**src/rtl/mem_access_pkg.sv**
```systemverilog
// Shared definitions for the mem_access load/store unit.
// Holds funct3 encodings, access sizes, FSM states and the default ack timeout.
package mem_access_pkg;

    localparam int ACK_TIMEOUT_DEFAULT = 255;

    localparam logic [2:0] F3_B  = 3'b000;
    localparam logic [2:0] F3_H  = 3'b001;
    localparam logic [2:0] F3_W  = 3'b010;
    localparam logic [2:0] F3_BU = 3'b100;
    localparam logic [2:0] F3_HU = 3'b101;

    // Access size is carried by funct3[1:0]; bit 2 only selects zero extension.
    localparam logic [1:0] SIZE_B = 2'b00;
    localparam logic [1:0] SIZE_H = 2'b01;
    localparam logic [1:0] SIZE_W = 2'b10;

    typedef enum logic [1:0] {
        IDLE = 2'd0,
        BUS  = 2'd1,
        RESP = 2'd2
    } state_t;

    // Illegal funct3 codes are reported as misaligned so they never reach the bus.
    function automatic logic is_misaligned(input logic [2:0] funct3, input logic [1:0] addr_lo);
        case (funct3)
            F3_B, F3_BU: is_misaligned = 1'b0;
            F3_H, F3_HU: is_misaligned = addr_lo[0];
            F3_W:        is_misaligned = (addr_lo != 2'b00);
            default:     is_misaligned = 1'b1;
        endcase
    endfunction

endpackage

```
**src/rtl/mem_access_if.sv**
```systemverilog
// Request/response and data-bus signals of the mem_access unit.
// slave = the mem_access block itself; master = execute stage plus bus/memory model.
interface mem_access_if #(
    parameter int ADDR_W = 32
);
    logic              req_valid_i;
    logic              req_ready_o;
    logic              mem_we_i;
    logic [2:0]        funct3_i;
    logic [ADDR_W-1:0] alu_C_i;
    logic [31:0]       rf_rd2_i;

    logic              dbus_req_o;
    logic              dbus_we_o;
    logic [ADDR_W-1:0] dbus_addr_o;
    logic [31:0]       dbus_wdata_o;
    logic [3:0]        dbus_be_o;
    logic              dbus_ack_i;
    logic [31:0]       dbus_rdata_i;

    logic              rsp_valid_o;
    logic [31:0]       rd_data_o;
    logic              misalign_o;
    logic              bus_err_o;

    modport slave (
        input  req_valid_i, mem_we_i, funct3_i, alu_C_i, rf_rd2_i,
        input  dbus_ack_i, dbus_rdata_i,
        output req_ready_o,
        output dbus_req_o, dbus_we_o, dbus_addr_o, dbus_wdata_o, dbus_be_o,
        output rsp_valid_o, rd_data_o, misalign_o, bus_err_o
    );

    modport master (
        output req_valid_i, mem_we_i, funct3_i, alu_C_i, rf_rd2_i,
        output dbus_ack_i, dbus_rdata_i,
        input  req_ready_o,
        input  dbus_req_o, dbus_we_o, dbus_addr_o, dbus_wdata_o, dbus_be_o,
        input  rsp_valid_o, rd_data_o, misalign_o, bus_err_o
    );

endinterface

```
**src/rtl/mem_access_load_extend.sv**
```systemverilog
// Load lane selection and sign/zero extension of a 32-bit bus read word.
// Purely combinational; lane is the byte offset of the original access.
module load_extend
    import mem_access_pkg::*;
(
    input  logic [31:0] rdata,
    input  logic [1:0]  lane,
    input  logic [2:0]  funct3,
    output logic [31:0] data
);

    logic [31:0] shifted;

    // Word accesses are aligned, so lane is 0 and the shift is a no-op for them.
    assign shifted = rdata >> {lane, 3'b000};

    always_comb begin
        data = shifted;
        case (funct3)
            F3_B:    data = {{24{shifted[7]}}, shifted[7:0]};
            F3_BU:   data = {24'h000000, shifted[7:0]};
            F3_H:    data = {{16{shifted[15]}}, shifted[15:0]};
            F3_HU:   data = {16'h0000, shifted[15:0]};
            default: data = shifted;
        endcase
    end

endmodule

```
**src/rtl/mem_access.sv**
```systemverilog
// Load/store unit: accepts one memory op, runs one data-bus cycle, returns one response.
// Define MEM_ACCESS_TIMEOUT_EN to abort bus cycles that see no ack within ACK_TIMEOUT cycles.
module mem_access
    import mem_access_pkg::*;
#(
    parameter int ACK_TIMEOUT = ACK_TIMEOUT_DEFAULT,
    parameter int ADDR_W      = 32
) (
    input  logic        clk_i,
    input  logic        rst_i,
    mem_access_if.slave mif
);

    state_t            state_reg;
    logic              req_ready_reg;
    logic              we_reg;
    logic [2:0]        funct3_reg;
    logic [ADDR_W-1:0] addr_reg;
    logic [31:0]       wdata_reg;
    logic [3:0]        be_reg;
    logic              dbus_req_reg;
    logic              rsp_valid_reg;
    logic [31:0]       rd_data_reg;
    logic              misalign_reg;
    logic              bus_err_reg;

    logic [1:0]        size_next;
    logic [1:0]        lane_next;
    logic              misalign_next;
    logic [3:0]        be_next;
    logic [31:0]       wdata_next;
    logic [31:0]       load_data;
    logic              expired;

    assign size_next     = mif.funct3_i[1:0];
    assign lane_next     = mif.alu_C_i[1:0];
    assign misalign_next = is_misaligned(mif.funct3_i, lane_next);

    // Per-lane byte enable and store data replication for the incoming op.
    for (genvar gi = 0; gi < 4; gi++) begin : g_lane
        localparam logic [1:0] LANE = 2'(gi);

        assign be_next[gi] = (size_next == SIZE_W)
                          || ((size_next == SIZE_H) && (LANE[1] == lane_next[1]))
                          || ((size_next == SIZE_B) && (LANE == lane_next));

        assign wdata_next[8*gi +: 8] = (size_next == SIZE_W) ? mif.rf_rd2_i[8*gi +: 8] :
                                       (size_next == SIZE_H) ? mif.rf_rd2_i[8*(gi%2) +: 8] :
                                                               mif.rf_rd2_i[7:0];
    end

    load_extend u_load_extend (
        .rdata  (mif.dbus_rdata_i),
        .lane   (addr_reg[1:0]),
        .funct3 (funct3_reg),
        .data   (load_data)
    );

`ifdef MEM_ACCESS_TIMEOUT_EN
    localparam int CNT_W = $clog2(ACK_TIMEOUT + 1);

    logic [CNT_W-1:0] cnt_reg;

    // Expiry marks the last BUS cycle; an ack in that same cycle still completes normally.
    assign expired = (cnt_reg == CNT_W'(ACK_TIMEOUT - 1));

    always_ff @(posedge clk_i or posedge rst_i) begin
        if (rst_i) begin
            cnt_reg <= '0;
        end else if (state_reg == BUS) begin
            cnt_reg <= cnt_reg + 1'b1;
        end else begin
            cnt_reg <= '0;
        end
    end
`else
    assign expired = 1'b0;
`endif

    always_ff @(posedge clk_i or posedge rst_i) begin
        if (rst_i) begin
            state_reg     <= IDLE;
            req_ready_reg <= 1'b0;
            we_reg        <= 1'b0;
            funct3_reg    <= 3'b000;
            addr_reg      <= '0;
            wdata_reg     <= 32'h0;
            be_reg        <= 4'h0;
            dbus_req_reg  <= 1'b0;
            rsp_valid_reg <= 1'b0;
            rd_data_reg   <= 32'h0;
            misalign_reg  <= 1'b0;
            bus_err_reg   <= 1'b0;
        end else begin
            rsp_valid_reg <= 1'b0;
            case (state_reg)
                IDLE: begin
                    req_ready_reg <= 1'b1;
                    if (mif.req_valid_i && req_ready_reg) begin
                        req_ready_reg <= 1'b0;
                        we_reg        <= mif.mem_we_i;
                        funct3_reg    <= mif.funct3_i;
                        addr_reg      <= mif.alu_C_i;
                        wdata_reg     <= wdata_next;
                        be_reg        <= be_next;
                        if (misalign_next) begin
                            state_reg     <= RESP;
                            rsp_valid_reg <= 1'b1;
                            rd_data_reg   <= 32'h0;
                            misalign_reg  <= 1'b1;
                            bus_err_reg   <= 1'b0;
                        end else begin
                            state_reg    <= BUS;
                            dbus_req_reg <= 1'b1;
                        end
                    end
                end
                BUS: begin
                    if (mif.dbus_ack_i) begin
                        state_reg     <= RESP;
                        dbus_req_reg  <= 1'b0;
                        rsp_valid_reg <= 1'b1;
                        rd_data_reg   <= we_reg ? 32'h0 : load_data;
                        misalign_reg  <= 1'b0;
                        bus_err_reg   <= 1'b0;
                    end else if (expired) begin
                        state_reg     <= RESP;
                        dbus_req_reg  <= 1'b0;
                        rsp_valid_reg <= 1'b1;
                        rd_data_reg   <= 32'h0;
                        misalign_reg  <= 1'b0;
                        bus_err_reg   <= 1'b1;
                    end
                end
                RESP: begin
                    state_reg     <= IDLE;
                    req_ready_reg <= 1'b1;
                end
                default: begin
                    state_reg     <= IDLE;
                    req_ready_reg <= 1'b0;
                    dbus_req_reg  <= 1'b0;
                end
            endcase
        end
    end

    assign mif.req_ready_o  = req_ready_reg;
    assign mif.dbus_req_o   = dbus_req_reg;
    assign mif.dbus_we_o    = dbus_req_reg & we_reg;
    assign mif.dbus_addr_o  = {addr_reg[ADDR_W-1:2], 2'b00};
    assign mif.dbus_wdata_o = wdata_reg;
    assign mif.dbus_be_o    = be_reg;
    assign mif.rsp_valid_o  = rsp_valid_reg;
    assign mif.rd_data_o    = rd_data_reg;
    assign mif.misalign_o   = misalign_reg;
    assign mif.bus_err_o    = bus_err_reg;

endmodule

```
**src/flat_wrapper.sv**
```systemverilog
// flat-port wrapper written by rule: the top's interface ports become plain ports
module mem_access_flat import mem_access_pkg::*;
#(
    parameter int ACK_TIMEOUT = ACK_TIMEOUT_DEFAULT,
    parameter int ADDR_W      = 32
)
  (clk_i, rst_i, mif_req_valid_i, mif_mem_we_i, mif_funct3_i, mif_alu_C_i, mif_rf_rd2_i, mif_dbus_ack_i, mif_dbus_rdata_i, mif_req_ready_o, mif_dbus_req_o, mif_dbus_we_o, mif_dbus_addr_o, mif_dbus_wdata_o, mif_dbus_be_o, mif_rsp_valid_o, mif_rd_data_o, mif_misalign_o, mif_bus_err_o);
  mem_access_if #(.ADDR_W(ADDR_W)) mif_i ();
  input  logic clk_i;
  input  logic rst_i;
  input wire logic [$bits(mif_i.req_valid_i)-1:0] mif_req_valid_i;
  input wire logic [$bits(mif_i.mem_we_i)-1:0] mif_mem_we_i;
  input wire logic [$bits(mif_i.funct3_i)-1:0] mif_funct3_i;
  input wire logic [$bits(mif_i.alu_C_i)-1:0] mif_alu_C_i;
  input wire logic [$bits(mif_i.rf_rd2_i)-1:0] mif_rf_rd2_i;
  input wire logic [$bits(mif_i.dbus_ack_i)-1:0] mif_dbus_ack_i;
  input wire logic [$bits(mif_i.dbus_rdata_i)-1:0] mif_dbus_rdata_i;
  output wire logic [$bits(mif_i.req_ready_o)-1:0] mif_req_ready_o;
  output wire logic [$bits(mif_i.dbus_req_o)-1:0] mif_dbus_req_o;
  output wire logic [$bits(mif_i.dbus_we_o)-1:0] mif_dbus_we_o;
  output wire logic [$bits(mif_i.dbus_addr_o)-1:0] mif_dbus_addr_o;
  output wire logic [$bits(mif_i.dbus_wdata_o)-1:0] mif_dbus_wdata_o;
  output wire logic [$bits(mif_i.dbus_be_o)-1:0] mif_dbus_be_o;
  output wire logic [$bits(mif_i.rsp_valid_o)-1:0] mif_rsp_valid_o;
  output wire logic [$bits(mif_i.rd_data_o)-1:0] mif_rd_data_o;
  output wire logic [$bits(mif_i.misalign_o)-1:0] mif_misalign_o;
  output wire logic [$bits(mif_i.bus_err_o)-1:0] mif_bus_err_o;
  assign mif_i.req_valid_i = mif_req_valid_i;
  assign mif_i.mem_we_i = mif_mem_we_i;
  assign mif_i.funct3_i = mif_funct3_i;
  assign mif_i.alu_C_i = mif_alu_C_i;
  assign mif_i.rf_rd2_i = mif_rf_rd2_i;
  assign mif_i.dbus_ack_i = mif_dbus_ack_i;
  assign mif_i.dbus_rdata_i = mif_dbus_rdata_i;
  assign mif_req_ready_o = mif_i.req_ready_o;
  assign mif_dbus_req_o = mif_i.dbus_req_o;
  assign mif_dbus_we_o = mif_i.dbus_we_o;
  assign mif_dbus_addr_o = mif_i.dbus_addr_o;
  assign mif_dbus_wdata_o = mif_i.dbus_wdata_o;
  assign mif_dbus_be_o = mif_i.dbus_be_o;
  assign mif_rsp_valid_o = mif_i.rsp_valid_o;
  assign mif_rd_data_o = mif_i.rd_data_o;
  assign mif_misalign_o = mif_i.misalign_o;
  assign mif_bus_err_o = mif_i.bus_err_o;
  mem_access #(.ACK_TIMEOUT(ACK_TIMEOUT), .ADDR_W(ADDR_W)) u_core (.clk_i(clk_i), .rst_i(rst_i), .mif(mif_i));
endmodule
```
**config.mk**
```make
export PLATFORM = sky130hd
export DESIGN_NAME = mem_access_flat
export DESIGN_NICKNAME = d
export VERILOG_FILES = /design/src/rtl/mem_access_pkg.sv /design/src/rtl/mem_access_if.sv /design/src/rtl/mem_access_load_extend.sv /design/src/rtl/mem_access.sv /design/src/flat_wrapper.sv
export SDC_FILE = /design/constraint.sdc
export NUM_CORES = 1
export LEC_CHECK = 0
export CAP_MARGIN = 0
export CELL_PAD_IN_SITES_DETAIL_PLACEMENT = 2
export CELL_PAD_IN_SITES_GLOBAL_PLACEMENT = 2
export CORE_UTILIZATION = 25
export DETAILED_ROUTE_END_ITERATION = 16
export PLACE_DENSITY = 0.84
export REMOVE_ABC_BUFFERS = 1
export SYNTH_ARGS = -nofsm -noshare
export SYNTH_HDL_FRONTEND = slang
export SYNTH_SLANG_ARGS = --single-unit
export TNS_END_PERCENT = 10
```
**constraint.sdc**
```tcl
create_clock -name clk_i -period 4.5 [get_ports clk_i]
set_input_delay 0.9 -clock clk_i [delete_from_list [all_inputs] [get_ports clk_i]]
set_output_delay 0.9 -clock clk_i [all_outputs]
set_load 0.02 [all_outputs]
```
### Word-level counts from Yosys, hierarchy flattened

Cells that the tools add are included.

| word-level totals | value |
|---|---|
| register bits after elaboration | 111 |
| bits of input ports | 104 |
| output and inout port bits | 106 |
| logic and storage cells | 91 |

| operators by class | value |
|---|---|
| equality and inequality tests | 18 |
| shift-type cells | 1 |
| multiplexer cells | 31 |
| bitwise gates (word level) | 3 |
| reductions and logical operators | 26 |

Operator list:

| cell | count |
|---|---|
| $mux W32 | 4 |
| $pmux W32 S4 | 1 |
| $pmux W32 S2 | 1 |
| $mux W8 | 4 |
| $shr A32 B5 Y32 | 1 |
| $eq A3 B3 Y1 const B | 4 |
| $mux W1 | 11 |
| $pmux W1 S3 | 3 |
| $reduce_and A4 Y1 | 2 |
| $logic_and A1 B1 Y1 | 7 |
| $eq A3 B1 Y1 const B | 2 |
| $logic_not A2 Y1 | 3 |
| $logic_not A3 Y1 | 2 |
| $logic_or A1 B1 Y1 | 6 |
| $mux W2 | 3 |
| $pmux W1 S2 | 3 |
| $eq A2 B1 Y1 const B | 2 |
| $eq A2 B2 Y1 const A | 2 |
| $eq A2 B2 Y1 const B | 2 |
| $ne A2 B1 Y1 const B | 2 |
| $ne A2 B2 Y1 const B | 2 |
| $pmux W2 S2 | 1 |
| $reduce_and A2 Y1 | 2 |
| $reduce_bool A2 Y1 | 2 |
| other kinds (5) | 7 |

### Logic depth before layout (Yosys ltp)

Gate-level depths: netlist (run 1).

| logic depth | value |
|---|---|
| word-level depth | 6 |
| depth in mapped cells | 8 |

### Cells and area by module

From an unflattened synthesis (run 1), not the netlist that was laid out.

| second synthesis, totals | value |
|---|---|
| cells, all modules | 645 |
| area total of the unflattened synthesis | 5,820.6 um^2 |

Modules (own cells, without submodules):

| module | times used | cells an instance | area each (um^2) |
|---|---|---|---|
| mem_access | 1 | 538 | 5,126.2 |
| load_extend | 1 | 107 | 694.4 |

### Worst setup path after synthesis (run 1)

No wires, ideal clock.

| timing path | value |
|---|---|
| kind | input to register |
| from | input port mif_funct3_i[1] |
| to | register u_core.wdata_reg[8] (netlist: u_core.mif.dbus_wdata_o[8]) |
| library setup time | 0.135 ns |
| arrival time | 2.032 ns |
| slack | 2.333 ns |
| stages on the path | 7 |
| cells stage by stage | buf_2 > nand2b_1 > buf_2 > nand2_1 > buf_4 > mux2i_1 > o21ai_0 |

| between the ends | value |
|---|---|
| longest elaborated chain between the ends | 3 |
| elaborated cells between the ends (all ways) | 4 |

RTL lines:

| element | line | text |
|---|---|---|
| start: declaration | flat_wrapper.sv:13 | `input wire logic [$bits(mif_i.funct3_i)-1:0] mif_funct3_i;` |
| $eq A2 B1 Y1 | mem_access.sv:48 | `(size_next == SIZE_H) ? mif.rf_rd2_i[8*(gi%2) +: 8] :` |
| $mux W8 | mem_access.sv:48 |  |
| $mux W8 * | mem_access.sv:47 | `assign wdata_next[8*gi +: 8] = (size_next == SIZE_W) ? mif.rf_rd2_i[8*gi +: 8] :` |
| end signal: assignment | mem_access.sv:104 | `wdata_reg <= wdata_next;` |
| end: declaration | mem_access.sv:19 | `logic [31:0] wdata_reg;` |

Mark *: on every way between the ends. The rest lies on a longest branch, timed or not.
A chain may end at the register's enable or synchronous reset.

### Worst setup path after layout (run 1)

Same ends and word-level chain as after synthesis.

==> impl_results.rst, run 1 <==
.. list-table::
   :header-rows: 1

   * - Metric
     - Value
   * - Run status
     - completed
   * - Number of synthesized flops with an enable pin
     - 0
   * - Dominant delay contributor by cell family on the critical path
     - simple AND/OR/NAND/NOR gates
   * - Number of max-capacitance violations reported
     - 0
   * - Worst-Skew Late Latency
     - roughly 0.36 ns
   * - Average footprint of a synthesized cell
     - roughly 9.7 um2
   * - Final count of hold timing violations
     - 0
   * - Clock root buffer
     - sky130_fd_sc_hd__clkbuf_16
   * - Largest stage delay on the critical path
     - approximately 0.70 ns
   * - Start-to-end type of the worst setup path
     - in -> reg
   * - Area of placed instances
     - about 0.0073 mm2
   * - Post-detailed-route DRC marker count
     - 0
   * - Basic-gate share of the synthesized area counting and, or, nand and nor cells
     - between 10% and 20%
   * - Die height
     - around 150 um
   * - Core Region
     - approximately 0.020 mm2
   * - Synth Area in XOR/XNOR
     - 0%
   * - Maximum number of pins on one net before global-route repair
     - between 60 and 70
   * - TritonCTS clock tree
     - done
   * - Cts hold-fix bufs
     - 0
   * - Hold Path Class
     - reg -> reg
   * - Clk pin slew, worst setup/hold paths
     - around 0.08 ns
   * - Area share of fa/ha/maj cells after synthesis
     - 0%
   * - Total I/O pin count
     - 210
   * - Clock sink total
     - 110
   * - Worst path buffer plus inverter count
     - 1
   * - Yosys synthesis warning count
     - 0
   * - Async S/R FF share, synth
     - 100.0%
   * - Layout Skew
     - approximately 0.0096 ns
   * - Worst Hold Margin
     - about 0.48 ns
   * - Number of diodes added for antenna fixing
     - 0
   * - Switching part of the total power
     - between 40 and 50%
   * - CTS buffer count
     - 9
   * - Via count of the first global-routing pass
     - between 5000 and 6000
   * - Detail Route Antenna Nets
     - 0
   * - Slew Limit Headroom
     - between 20% and 30%
   * - Critical Path Fanout Max
     - 16
   * - Power share of the sequential group
     - 33.4%
   * - Fraction of layout instances using a drive strength above 1
     - 5.666%
   * - Via count of the routed design
     - roughly 4600
   * - Sum of overflow across all layers after global routing
     - 0
   * - Multiplexer share of the synthesized area
     - under 10%
   * - Worst EP arrival
     - between 3 and 4 ns
   * - Die outline area
     - 0.02176 mm2
   * - Time the final worst path needs with I/O delays and setup
     - 2.870 ns
   * - Fill cell total of the finished layout
     - 2225
   * - PwrDens
     - 706.6 mW/mm2
   * - Clock Power Share
     - between 10% and 20%
   * - HPWL after detailed placement
     - about 14 mm
   * - Aggregate negative setup slack
     - 0 ns
   * - Final RePlAce weighted congestion
     - between 0.8 and 0.9
   * - Wire length per cell after detailed routing
     - ~19 um
   * - Max-slew violation count
     - 0
   * - Setup repair after global routing missed its margin
     - no
   * - Vias per cell
     - 4.745
   * - Post-Syn Instances
     - between 500 and 600
   * - Area Overhead vs Synth
     - 44.41%
   * - Actual transition at the worst max-transition pin
     - about 1.1 ns
   * - Post-CTS repair timing setup buffer count
     - 0
   * - Clk buf depth
     - 2
   * - Worst vdd ir
     - 0.2799 mV
   * - Crit end category
     - register
   * - Setup violation total in the final timing report
     - 0
   * - Peak clock frequency supported by timing
     - between 300 and 400 MHz
   * - Most used flip-flop cell after synthesis
     - sky130_fd_sc_hd__dfrtp_1
   * - Part of the power in combinational logic
     - about half
   * - Largest family of logic cells by synthesized area
     - simple AND/OR/NAND/NOR gates
   * - Effective utilization at floorplan
     - 25.83%
   * - Layout Nets
     - between 800 and 900
   * - Final period utilization
     - 63.77%
   * - Number of different library cells in the post-synthesis netlist
     - 36
   * - Share of the synthesized area in compound gates (AO/OA/AOI/OAI)
     - 14.35%
   * - List of cells traversed by the critical path
     - clkdlybuf4s50_1 > nand2b_1 > nand2_1 > mux2i_1 > o21ai_0
   * - Worst path required time
     - about 4.7 ns
   * - Worst setup SP type
     - input port
   * - Antenna violations before repair
     - 0
   * - Initial detailed-routing violation count
     - 111
   * - Overall routed net length
     - about 19 mm
   * - Sw Pwr
     - 2.243 mW
   * - Pleak
     - roughly 3.4 nW
   * - Number of synthesized register bits
     - 110
   * - Final non-filler cell area
     - 0.007645 mm2
   * - Overall global routing resource usage
     - around 18%
   * - Final Total Pwr
     - ~5.4 mW
   * - Row count
     - 52
   * - Cell Area, Synth
     - about 0.0053 mm2
   * - Sequential area share after synthesis
     - about half
   * - Number of gates resized after CTS
     - 0
   * - Number of optimization iterations in the first detailed-route pass
     - 4
   * - Die span in x
     - ~150 um
   * - IO buf count
     - 206
   * - Global-route wire length before repair
     - about 30 mm
   * - # H-tree levels
     - 3
   * - Slowest cell on crit path
     - sky130_fd_sc_hd__clkdlybuf4s50_1
   * - P_int
     - approximately 3.2 mW
[cell usage in the layout (no fill, tap or decap), types with 3 or more instances in the layout]
| master | n |
|---|---|
| sky130_fd_sc_hd__a21oi_1 | 20 |
| sky130_fd_sc_hd__a221o_1 | 17 |
| sky130_fd_sc_hd__a22o_1 | 8 |
| sky130_fd_sc_hd__and2_1 | 3 |
| sky130_fd_sc_hd__buf_4 | 6 |
| sky130_fd_sc_hd__clkbuf_16 | 9 |
| sky130_fd_sc_hd__clkdlybuf4s50_1 | 206 |
| sky130_fd_sc_hd__clkinv_4 | 3 |
| sky130_fd_sc_hd__conb_1 | 3 |
| sky130_fd_sc_hd__dfrtp_1 | 110 |
| sky130_fd_sc_hd__inv_1 | 4 |
| sky130_fd_sc_hd__mux2_2 | 7 |
| sky130_fd_sc_hd__mux2i_1 | 31 |
| sky130_fd_sc_hd__nand2_1 | 161 |
| sky130_fd_sc_hd__nand2b_1 | 5 |
| sky130_fd_sc_hd__nand3b_1 | 10 |
| sky130_fd_sc_hd__nor2_1 | 26 |
| sky130_fd_sc_hd__o21ai_0 | 29 |
| sky130_fd_sc_hd__o22ai_1 | 9 |
| sky130_fd_sc_hd__o2bb2ai_1 | 7 |
| sky130_fd_sc_hd__o31ai_1 | 10 |
[cell type report]
type / instances / area, um2 / area share [%]
multi-input combinational: 362 / 2098 / 27.45
clock inverter: 6 / 78.83 / 1.031
tap: 270 / 337.8 / 4.419
timing repair buffer: 213 / 2127 / 27.82
clock buffer: 10 / 229.0 / 2.995
inverter: 5 / 21.27 / 0.2782
sequential: 110 / 2753 / 36.01
[through the flow]
stage,setup WS (ns),utilization [%],cells
floorplan,0.6977,-,477
global placement,1.403,35.80,960
detailed placement,1.231,35.80,960
CTS,1.630,37.30,976
global route,1.472,37.30,976
finish,1.630,37.30,976
[path summary, 6_finish.rpt]
path,cells after the start,from,end,slack (ns)
worst min register to register,2,u_core.mif.dbus_wdata_o[6]$_DFFE_PP0P_,u_core.mif.dbus_wdata_o[6]$_DFFE_PP0P_,0.48
worst max register to register,4,u_core.addr_reg[1]$_DFFE_PP0P_,u_core.mif.rd_data_o[18]$_DFFE_PP0P_,1.86
worst min-delay path,2,u_core.mif.dbus_wdata_o[6]$_DFFE_PP0P_,u_core.mif.dbus_wdata_o[6]$_DFFE_PP0P_,0.48
max in group asynchronous,3,rst_i,u_core.mif.dbus_wdata_o[1]$_DFFE_PP0P_,2.65
worst max-delay path,5,mif_funct3_i[1],u_core.mif.dbus_wdata_o[8]$_DFFE_PP0P_,1.63
min in group asynchronous,2,rst_i,u_core.addr_reg[15]$_DFFE_PP0P_,1.06
[worst min-delay path, stage by stage (launching register included)]
cell	delay [ns]
sky130_fd_sc_hd__dfrtp_1	0.35
sky130_fd_sc_hd__nand2_1	0.05
sky130_fd_sc_hd__nand2_1	0.05
[logic make-up after synthesis]
kind of cell | count (synthesis)
AO/OA/AOI/OAI | 106
multiplexers | 40
AND/OR/NAND/NOR | 213
other | 1
buffers and inverters | 75
flip-flops | 110
[power groups by stage]
stage / Sequential, mW / Clock (mW) / Combinational (mW)
floorplan: 2.32 / 0 / 0.847
global placement: 1.79 / 0 / 2.69
detailed placement: 1.83 / 0 / 2.79
CTS: 1.81 / 0.884 / 2.80
global route: 1.87 / 0.918 / 2.98
finish: 1.80 / 0.853 / 2.75
[layer usage]
metal | wire (um) | up-vias | global-route usage, % | part of all wire, %
met3 | 1359 | 11 | 5.988 | 7.3
met4 | 146 | 0 | 3.557 | 0.78
met5 | 0 | - | 0 | 0
met1 | 7810 | 2342 | 20.97 | 42
li1 | - | 2130 | - | -
met2 | 9314 | 148 | 30.94 | 50
[cells in the mapped netlist, drive strengths merged (2+ instances only)]
library cell  number  area share, %
a2111oi            2           0.80
nand2            161             11
a22o               8            1.3
mux2i             31            5.9
dfrtp            110             52
inv                5           0.35
nor2              26            1.8
or2                2           0.24
a221o             17            3.2
o22ai              9            1.1
a21oi             20            1.9
o2bb2ai            7            1.2
buf               48            6.7
mux2               8            1.8
o31ai             10            1.4
nand2b             5           0.59
clkbuf            22            1.6
nor2b              2           0.24
o21a               2           0.28
o21ai             29            2.7
nand3b            10            1.4
and2               3           0.35
Note: power is estimated with default switching activity, not from simulation.
==> inputs of run 2 (changes only) <==
--- a/config.mk
+++ b/config.mk
@@ -8,9 +8,9 @@
 export CAP_MARGIN = 0
 export CELL_PAD_IN_SITES_DETAIL_PLACEMENT = 2
 export CELL_PAD_IN_SITES_GLOBAL_PLACEMENT = 2
-export CORE_UTILIZATION = 25
+export CORE_UTILIZATION = 23
 export DETAILED_ROUTE_END_ITERATION = 16
-export PLACE_DENSITY = 0.84
+export PLACE_DENSITY = 0.82
 export REMOVE_ABC_BUFFERS = 1
 export SYNTH_ARGS = -nofsm -noshare
 export SYNTH_HDL_FRONTEND = slang
==> constraint.sdc (replaced) <==
create_clock -name clk_i -period 2.6 [get_ports clk_i]
set_input_delay 0.52 -clock clk_i [delete_from_list [all_inputs] [get_ports clk_i]]
set_output_delay 0.52 -clock clk_i [all_outputs]
set_load 0.02 [all_outputs]
==> impl_results.rst, run 2 (synthesis results as in run 1) <==
.. list-table::
   :header-rows: 1

   * - Metric
     - Value
   * - Clock root buffer
     - sky130_fd_sc_hd__clkbuf_16
   * - Worst EP arrival
     - 2.60 ns
   * - Overall routed net length
     - between 15 and 20 mm
   * - Met1 demand-to-capacity share in global routing
     - 19.42%
   * - Final worst-path setup slack
     - 0.2830 ns
   * - Overall global routing resource usage
     - 16.03%
   * - Worst path required time
     - approximately 2.9 ns
   * - Part of the power in combinational logic
     - 51.9%
   * - Slowest cell on crit path
     - sky130_fd_sc_hd__a2111oi_4
   * - Final non-filler cell area
     - 0.007757 mm2
   * - Clock Power Share
     - between 10% and 20%
   * - Final count of hold timing violations
     - 0
   * - Most frequent cells in the layout
     - sky130_fd_sc_hd__clkdlybuf4s50_1, sky130_fd_sc_hd__nand2_1, sky130_fd_sc_hd__dfrtp_1
   * - Sum of overflow across all layers after global routing
     - 0
   * - Number of gates resized after CTS
     - 0
   * - IO buf count
     - 206
   * - Met3 Track Usage GR
     - slightly above 5%
   * - Row count
     - between 50 and 60
   * - Register-to-register setup slack
     - 0.28 ns
   * - Layout Nets
     - roughly 800
   * - Via count of the first global-routing pass
     - ~5200
   * - Via count of the routed design
     - between 4000 and 5000
   * - Layout Skew
     - about 0.009 ns
   * - Pleak
     - about 3.4 nW
   * - Placement-stage worst setup slack
     - -0.03272 ns
   * - Worst vdd ir
     - between 0.4 and 0.5 mV
   * - Largest stage delay on the critical path
     - between 0.9 and 1 ns
   * - Detail Route Antenna Nets
     - 0
   * - Switching part of the total power
     - approximately two fifths
   * - Area Overhead vs Synth
     - 46.54%
   * - Core Region
     - ~0.023 mm2
   * - Maximum number of pins on one net before global-route repair
     - 84
   * - Global-route wire length before repair
     - ~29 mm
   * - Start-to-end type of the worst setup path
     - reg -> reg
   * - Run status
     - completed
   * - Number of diodes added for antenna fixing
     - 0
   * - Post-CTS repair timing setup buffer count
     - 0
   * - Total I/O pin count
     - between 200 and 250
   * - List of cells traversed by the critical path
     - nand3b_1 > o21a_1 > a2111oi_4 > a221o_1
   * - Grt peak-use layer
     - met2
   * - Worst setup SP type
     - register
   * - Worst path buffer plus inverter count
     - 0
   * - Die span in x
     - between 150 and 200 um
   * - Cts hold-fix bufs
     - 0
   * - Aggregate negative setup slack
     - 0 ns
   * - Max-slew violation count
     - 0
   * - Power share of the sequential group
     - approximately 33%
   * - Slew Limit Headroom
     - a little over a third
   * - Die height
     - 153.7 um
   * - Peak clock frequency supported by timing
     - 431.6 MHz
   * - Clk buf depth
     - 2
   * - Setup violation total in the final timing report
     - 0
   * - Area of placed instances
     - ~0.0075 mm2
   * - TritonCTS clock tree
     - done
   * - Wire length per cell after detailed routing
     - between 15 and 20 um
   * - Most common cell after layout, fill and taps aside
     - sky130_fd_sc_hd__clkdlybuf4s50_1
   * - Final period utilization
     - ~89%
   * - Antenna violations before repair
     - 0
   * - Effective utilization at floorplan
     - between 20% and 30%
   * - Setup repair after global routing missed its margin
     - no
   * - PwrDens
     - ~1200 mW/mm2
   * - CTS buffer count
     - 9
   * - Clk pin slew, worst setup/hold paths
     - around 0.08 ns
   * - Die outline area
     - roughly 0.024 mm2
   * - Critical Path Fanout Max
     - 18
   * - Dominant delay contributor by cell family on the critical path
     - compound AO/OA/AOI/OAI gates
   * - Worst-Skew Late Latency
     - approximately 0.36 ns
   * - Clock sink total
     - 110
   * - Hold Path Class
     - in -> async
   * - Global-route met2 utilization
     - between 20 and 30%
   * - Initial detailed-routing violation count
     - between 100 and 150
   * - Actual transition at the worst max-transition pin
     - roughly 0.97 ns
   * - HPWL after detailed placement
     - approximately 14 mm
   * - Fraction of layout instances using a drive strength above 1
     - under 10%
   * - Number of optimization iterations in the first detailed-route pass
     - 4
   * - Post-detailed-route DRC marker count
     - 0
   * - Time the final worst path needs with I/O delays and setup
     - 2.317 ns
   * - # H-tree levels
     - 3
   * - Sw Pwr
     - around 4 mW
   * - Number of max-capacitance violations reported
     - 0
   * - P_int
     - about 5.4 mW
   * - Crit end category
     - register
   * - Worst Hold Margin
     - 0.4488 ns
   * - Final RePlAce weighted congestion
     - 0.7565
   * - Vias per cell
     - about 4.7
-- run 2: layer usage --
metal	part of all wire (%)	vias up	wire [um]
li1	-	2144	-
met1	42	2339	7765
met2	48	177	8759
met3	8.3	17	1526
met4	1.7	0	307
met5	0	-	0
-- run 2: final timing paths --
kind	from	to	depth (start not counted)
setup / recovery	u_core.addr_reg[1]$_DFFE_PP0P_	u_core.mif.rd_data_o[16]$_DFFE_PP0P_	4
hold / removal	rst_i	u_core.mif.rd_data_o[2]$_DFFE_PP0P_	2
setup reg to reg	u_core.addr_reg[1]$_DFFE_PP0P_	u_core.mif.rd_data_o[16]$_DFFE_PP0P_	4
hold reg to reg	u_core.addr_reg[10]$_DFFE_PP0P_	u_core.addr_reg[10]$_DFFE_PP0P_	2
max in group asynchronous	rst_i	u_core.mif.dbus_wdata_o[6]$_DFFE_PP0P_	3
min in group clk_i	u_core.addr_reg[10]$_DFFE_PP0P_	u_core.addr_reg[10]$_DFFE_PP0P_	2
-- run 2: area by class of cell --
type / count / area [um2]
clock inverters: 7 / 63.81
flip-flops and latches: 110 / 2753
fillers: 2499 / 14810
multi-input cells: 362 / 2098
clock buffers: 9 / 225.2
inverters: 5 / 21.27
well taps: 285 / 356.6
repair buffers: 223 / 2240
-- run 2: power by group through the flow --
stage / sequential, mW / clock [mW] / combinational (mW)
detailed placement: 3.13 / 0 / 4.92
floorplan: 4.01 / 0 / 1.47
CTS: 3.11 / 1.46 / 4.94
finish: 3.09 / 1.40 / 4.85
global route: 3.20 / 1.53 / 5.24
global placement: 3.07 / 0 / 4.78
-- run 2: through the flow --
stage          util, %  std cells  power [mW]
2_1_floorplan        -        477       5.474
3_3_place_gp     33.09        985       7.858
3_5_place_dp     33.09        985       8.049
4_1_cts          34.37       1001       9.506
5_1_grt          34.37       1001       9.968
6_report         34.37       1001       9.338
==> inputs of run 3 (changes only) <==
--- a/config.mk
+++ b/config.mk
@@ -5,9 +5,10 @@
 export SDC_FILE = /design/constraint.sdc
 export NUM_CORES = 1
 export LEC_CHECK = 0
-export CAP_MARGIN = 0
+export CAP_MARGIN = 10
 export CELL_PAD_IN_SITES_DETAIL_PLACEMENT = 2
 export CELL_PAD_IN_SITES_GLOBAL_PLACEMENT = 2
+export CORE_ASPECT_RATIO = 1.2
 export CORE_UTILIZATION = 23
 export DETAILED_ROUTE_END_ITERATION = 16
 export PLACE_DENSITY = 0.82
==> impl_results.rst, run 3 (synthesis results as in run 1) <==
.. list-table::
   :header-rows: 1

   * - Metric
     - Value
   * - Run status
     - completed
   * - Layout Nets
     - 817
   * - Worst EP arrival
     - ~2.6 ns
   * - Worst setup SP type
     - register
   * - Final RePlAce weighted congestion
     - ~0.74
   * - Maximum number of pins on one net before global-route repair
     - 73
   * - Worst-Skew Late Latency
     - between 0.3 and 0.4 ns
   * - Wl on met1
     - around 7.8 mm
   * - IO buf count
     - about 200
   * - Die height
     - roughly 170 um
   * - Final Total Pwr
     - around 9.3 mW
   * - Overall routed net length
     - about 18 mm
   * - Core Region
     - 0.02252 mm2
   * - Power share of the sequential group
     - 33.1%
   * - Vias per cell
     - 4.597
   * - Total I/O pin count
     - 210
   * - PwrDens
     - about 1200 mW/mm2
   * - CTS buffer count
     - 9
   * - Final worst-path setup slack
     - between 0.3 and 0.4 ns
   * - Met2 wire length
     - between 8 and 9 mm
   * - Worst vdd ir
     - just under 0.4 mV
   * - Actual transition at the worst max-transition pin
     - 0.9647 ns
   * - Time the final worst path needs with I/O delays and setup
     - ~2.3 ns
   * - Die span in x
     - around 140 um
   * - Switching part of the total power
     - slightly above 40%
   * - Final period utilization
     - ~90%
   * - Cts hold-fix bufs
     - 0
   * - Detail Route Antenna Nets
     - 0
   * - Clk pin slew, worst setup/hold paths
     - ~0.080 ns
   * - Area Overhead vs Synth
     - 46.47%
   * - Critical Path Fanout Max
     - 23
   * - Hold Path Class
     - reg -> reg
   * - Most common cell after layout, fill and taps aside
     - sky130_fd_sc_hd__clkdlybuf4s50_1
   * - Area of placed instances
     - between 0.007 and 0.008 mm2
   * - Placement-stage worst setup slack
     - -0.01382 ns
   * - Sw Pwr
     - 3.872 mW
   * - Setup violation total in the final timing report
     - 0
   * - Start-to-end type of the worst setup path
     - reg -> reg
   * - Max-slew violation count
     - 0
   * - Worst path required time
     - a little under 3 ns
   * - WL met3
     - about 1.5 mm
   * - Via count of the routed design
     - 4588
   * - P_int
     - 5.445 mW
   * - Layout Skew
     - approximately 0.013 ns
   * - TritonCTS clock tree
     - done
   * - Initial detailed-routing violation count
     - roughly 150
   * - Most frequent cells in the layout
     - sky130_fd_sc_hd__clkdlybuf4s50_1, sky130_fd_sc_hd__nand2_1, sky130_fd_sc_hd__dfrtp_1
   * - Effective utilization at floorplan
     - between 20% and 30%
   * - Crit end category
     - register
   * - Row count
     - 60
   * - Number of max-capacitance violations reported
     - 0
   * - Peak clock frequency supported by timing
     - roughly 440 MHz
   * - Final count of hold timing violations
     - 0
   * - Highest metal used
     - met4
   * - # H-tree levels
     - 3
   * - Via count of the first global-routing pass
     - 5101
   * - Post-detailed-route DRC marker count
     - 0
   * - Part of the power in combinational logic
     - a little over half
   * - Sum of overflow across all layers after global routing
     - 0
   * - Clock Power Share
     - 14.6%
   * - Pleak
     - between 3 and 4 nW
   * - DP Cell Count
     - 981
   * - Aggregate negative setup slack
     - 0 ns
   * - Fill cell total of the finished layout
     - 2500
   * - Post-CTS repair timing setup buffer count
     - 0
   * - Die outline area
     - 0.02363 mm2
   * - Setup repair after global routing missed its margin
     - no
   * - Layout Cells excl Fill
     - 998
   * - Final non-filler cell area
     - slightly below 0.008 mm2
   * - Overall global routing resource usage
     - 15.74%
   * - Clock sink total
     - 110
   * - Wire length per cell after detailed routing
     - about 18 um
   * - Global-route wire length before repair
     - a little under 30 mm
   * - Slew Limit Headroom
     - 35.69%
   * - Number of optimization iterations in the first detailed-route pass
     - 4
   * - Antenna violations before repair
     - 1
   * - Number of gates resized after CTS
     - 0
   * - Fraction of layout instances using a drive strength above 1
     - about 7.1%
   * - Clock root buffer
     - sky130_fd_sc_hd__clkbuf_16
   * - HPWL after detailed placement
     - 13.29 mm
   * - Clk buf depth
     - 2
[run 3: changes by cell type in the layout (fill, tap and decap cells not counted), sizes merged]
cell,delta
inv,-2
diode,+1
buf,+2
clkinvlp,-2
clkbuf,+2
clkinv,+2
[run 3: final timing paths]
kind	startpoint	end	slack, ns	cells after the start
min in group asynchronous	rst_i	u_core.mif.rd_data_o[12]$_DFFE_PP0P_	0.56	2
max	u_core.addr_reg[0]$_DFFE_PP0P_	u_core.mif.rd_data_o[24]$_DFFE_PP0P_	0.33	4
max in group asynchronous	rst_i	u_core.mif.rd_data_o[30]$_DFFE_PP0P_	1.36	3
min	u_core.addr_reg[7]$_DFFE_PP0P_	u_core.addr_reg[7]$_DFFE_PP0P_	0.48	2
max reg2reg	u_core.addr_reg[0]$_DFFE_PP0P_	u_core.mif.rd_data_o[24]$_DFFE_PP0P_	0.33	4
min reg2reg	u_core.addr_reg[7]$_DFFE_PP0P_	u_core.addr_reg[7]$_DFFE_PP0P_	0.48	2
[run 3: power groups by stage]
stage | clock network (mW) | logic, mW | registers, mW
2_1_floorplan | 0 | 1.47 | 4.01
4_1_cts | 1.42 | 4.96 | 3.11
6_report | 1.36 | 4.86 | 3.09
5_1_grt | 1.48 | 5.25 | 3.20
3_5_place_dp | 0 | 4.94 | 3.13
3_3_place_gp | 0 | 4.81 | 3.08
[run 3: final cells by class]
class	instances	area (um2)	area share (%)
clock inverter	5	42.54	0.5487
antenna	1	2.502	0.03227
sequential	110	2753	35.50
clock buffer	11	232.7	3.001
tap	279	349.1	4.502
multi-input combinational	362	2098	27.06
inverter	5	21.27	0.2743
timing repair buffer	225	2255	29.08
[run 3: per-stage QoR]
stage / util (%) / hold slack (ns)
global route: 34.42 / 0.5008
finish: 34.43 / 0.4784
global placement: 33.19 / 0.4574
detailed placement: 33.19 / 0.4664
CTS: 34.42 / 0.4869
floorplan: - / 0.4746
[run 3: routing by layer]
layer / global-route usage, % / vias to the layer above
met5: 0 / -
met3: 5.717 / 10
met2: 27.04 / 152
li1: - / 2154
met4: 3.166 / 0
met1: 18.86 / 2272
[run 3: worst max-delay path, cell delays in order (launching register included)]
cell	delay [ns]
sky130_fd_sc_hd__dfrtp_1	0.56
sky130_fd_sc_hd__buf_4	0.39
sky130_fd_sc_hd__a2111oi_2	0.15
sky130_fd_sc_hd__a2111oi_4	0.85
sky130_fd_sc_hd__a221o_1	0.25
==> RTL change: new RTL, settings of run 1 <==
`ADDR_W` is set to 32 in 3 places; all go to 16.
--- a/src/rtl/mem_access_if.sv
+++ b/src/rtl/mem_access_if.sv
@@ -3,3 +3,3 @@
 interface mem_access_if #(
-    parameter int ADDR_W = 32
+    parameter int ADDR_W = 16
 );
--- a/src/rtl/mem_access.sv
+++ b/src/rtl/mem_access.sv
@@ -6,3 +6,3 @@
     parameter int ACK_TIMEOUT = ACK_TIMEOUT_DEFAULT,
-    parameter int ADDR_W      = 32
+    parameter int ADDR_W      = 16
 ) (
--- a/src/flat_wrapper.sv
+++ b/src/flat_wrapper.sv
@@ -4,3 +4,3 @@
     parameter int ACK_TIMEOUT = ACK_TIMEOUT_DEFAULT,
-    parameter int ADDR_W      = 32
+    parameter int ADDR_W      = 16
 )
Ports: changed (resized mif_alu_C_i and mif_dbus_addr_o); port bits go from 210 to 178. The function was not compared with the original's and may differ.
==> RTL change against run 1 <==
Cell area down 13%. Clock skew shrank 3.5 ps. Total power decreased by 13%. Highest routed layer unchanged. Wire length fell by 15%. Sequential cell count shrank 16. Setup slack better by 160 ps. Largest power group unchanged. Area after synthesis fell by 14%. Fmax rose by 5.7%.
==> RTL change: results <==
export IMPL_grt_use_total=0.180
export IMPL_status="finished clean"
export IMPL_syn_inst=462
export IMPL_hp_start="u_core.mif.dbus_wdata_o[31]$_DFFE_PP0P_"
export IMPL_synth_cells_most_frequent="112 x nand2_1, 94 x dfrtp_1, 31 x mux2i_1"
export IMPL_grt_pass1_vias=4660
export IMPL_wl_per_cell_um=19.0
export IMPL_grt_pass1_wl_mm=25.7
export IMPL_whs_ps=482
export IMPL_fillers=1869
export IMPL_final_clk_cell_share=0.0452
export IMPL_yosys_top_cells_area="dfrtp_1 52%, nand2_1 9.2%, mux2i_1 6.8%"
export IMPL_p_leak_nw=2.92
export IMPL_synth_top_area_share=0.517
export IMPL_multi_input_area_um2=1910
export IMPL_final_nets=694
export IMPL_critPathArrivalTime_ps=2990
export IMPL_dp_hpwl_mm=11.5
export IMPL_buf_share=0.270
export IMPL_regArea_um2=2350
export IMPL_num_vias=4041
export IMPL_post_dp_cell_area_um2=6370
export IMPL_synthDistinctLibCells=39
export IMPL_synth_compound_area_share=0.165
export IMPL_gp_congestion=0.802
[RTL change: cell types whose count changed in the layout (fill, tap and decap cells not counted), sizes merged]
cell	run 1	this run
clkdlybuf4s50	206	174
inv	7	5
dfrtp	110	94
clkbuf	10	12
nand2	161	113
buf	7	8
[RTL change: power groups by stage]
stage	registers [W]	clock network [W]	logic (W)
after floorplan	0.00198	0	0.000753
after global placement	0.00156	0	0.00229
after detailed placement	0.00158	0	0.00238
after CTS	0.00158	0.000817	0.00239
after global routing	0.00163	0.000850	0.00255
final	0.00157	0.000790	0.00235
[RTL change: worst max-delay path, stage by stage]
cell and delay (ps):
clkdlybuf4s50_1 520, nand3b_1 140, or2_1 380, a2111oi_4 810
a221o_1 230
[RTL change: layer usage]
layer	global-route usage	wire length, um	up-vias
met5	0	0	-
met4	0.0525	178	0
met3	0.0615	1330	14
met2	0.313	7950	132
met1	0.207	6460	2026
li1	-	-	1869
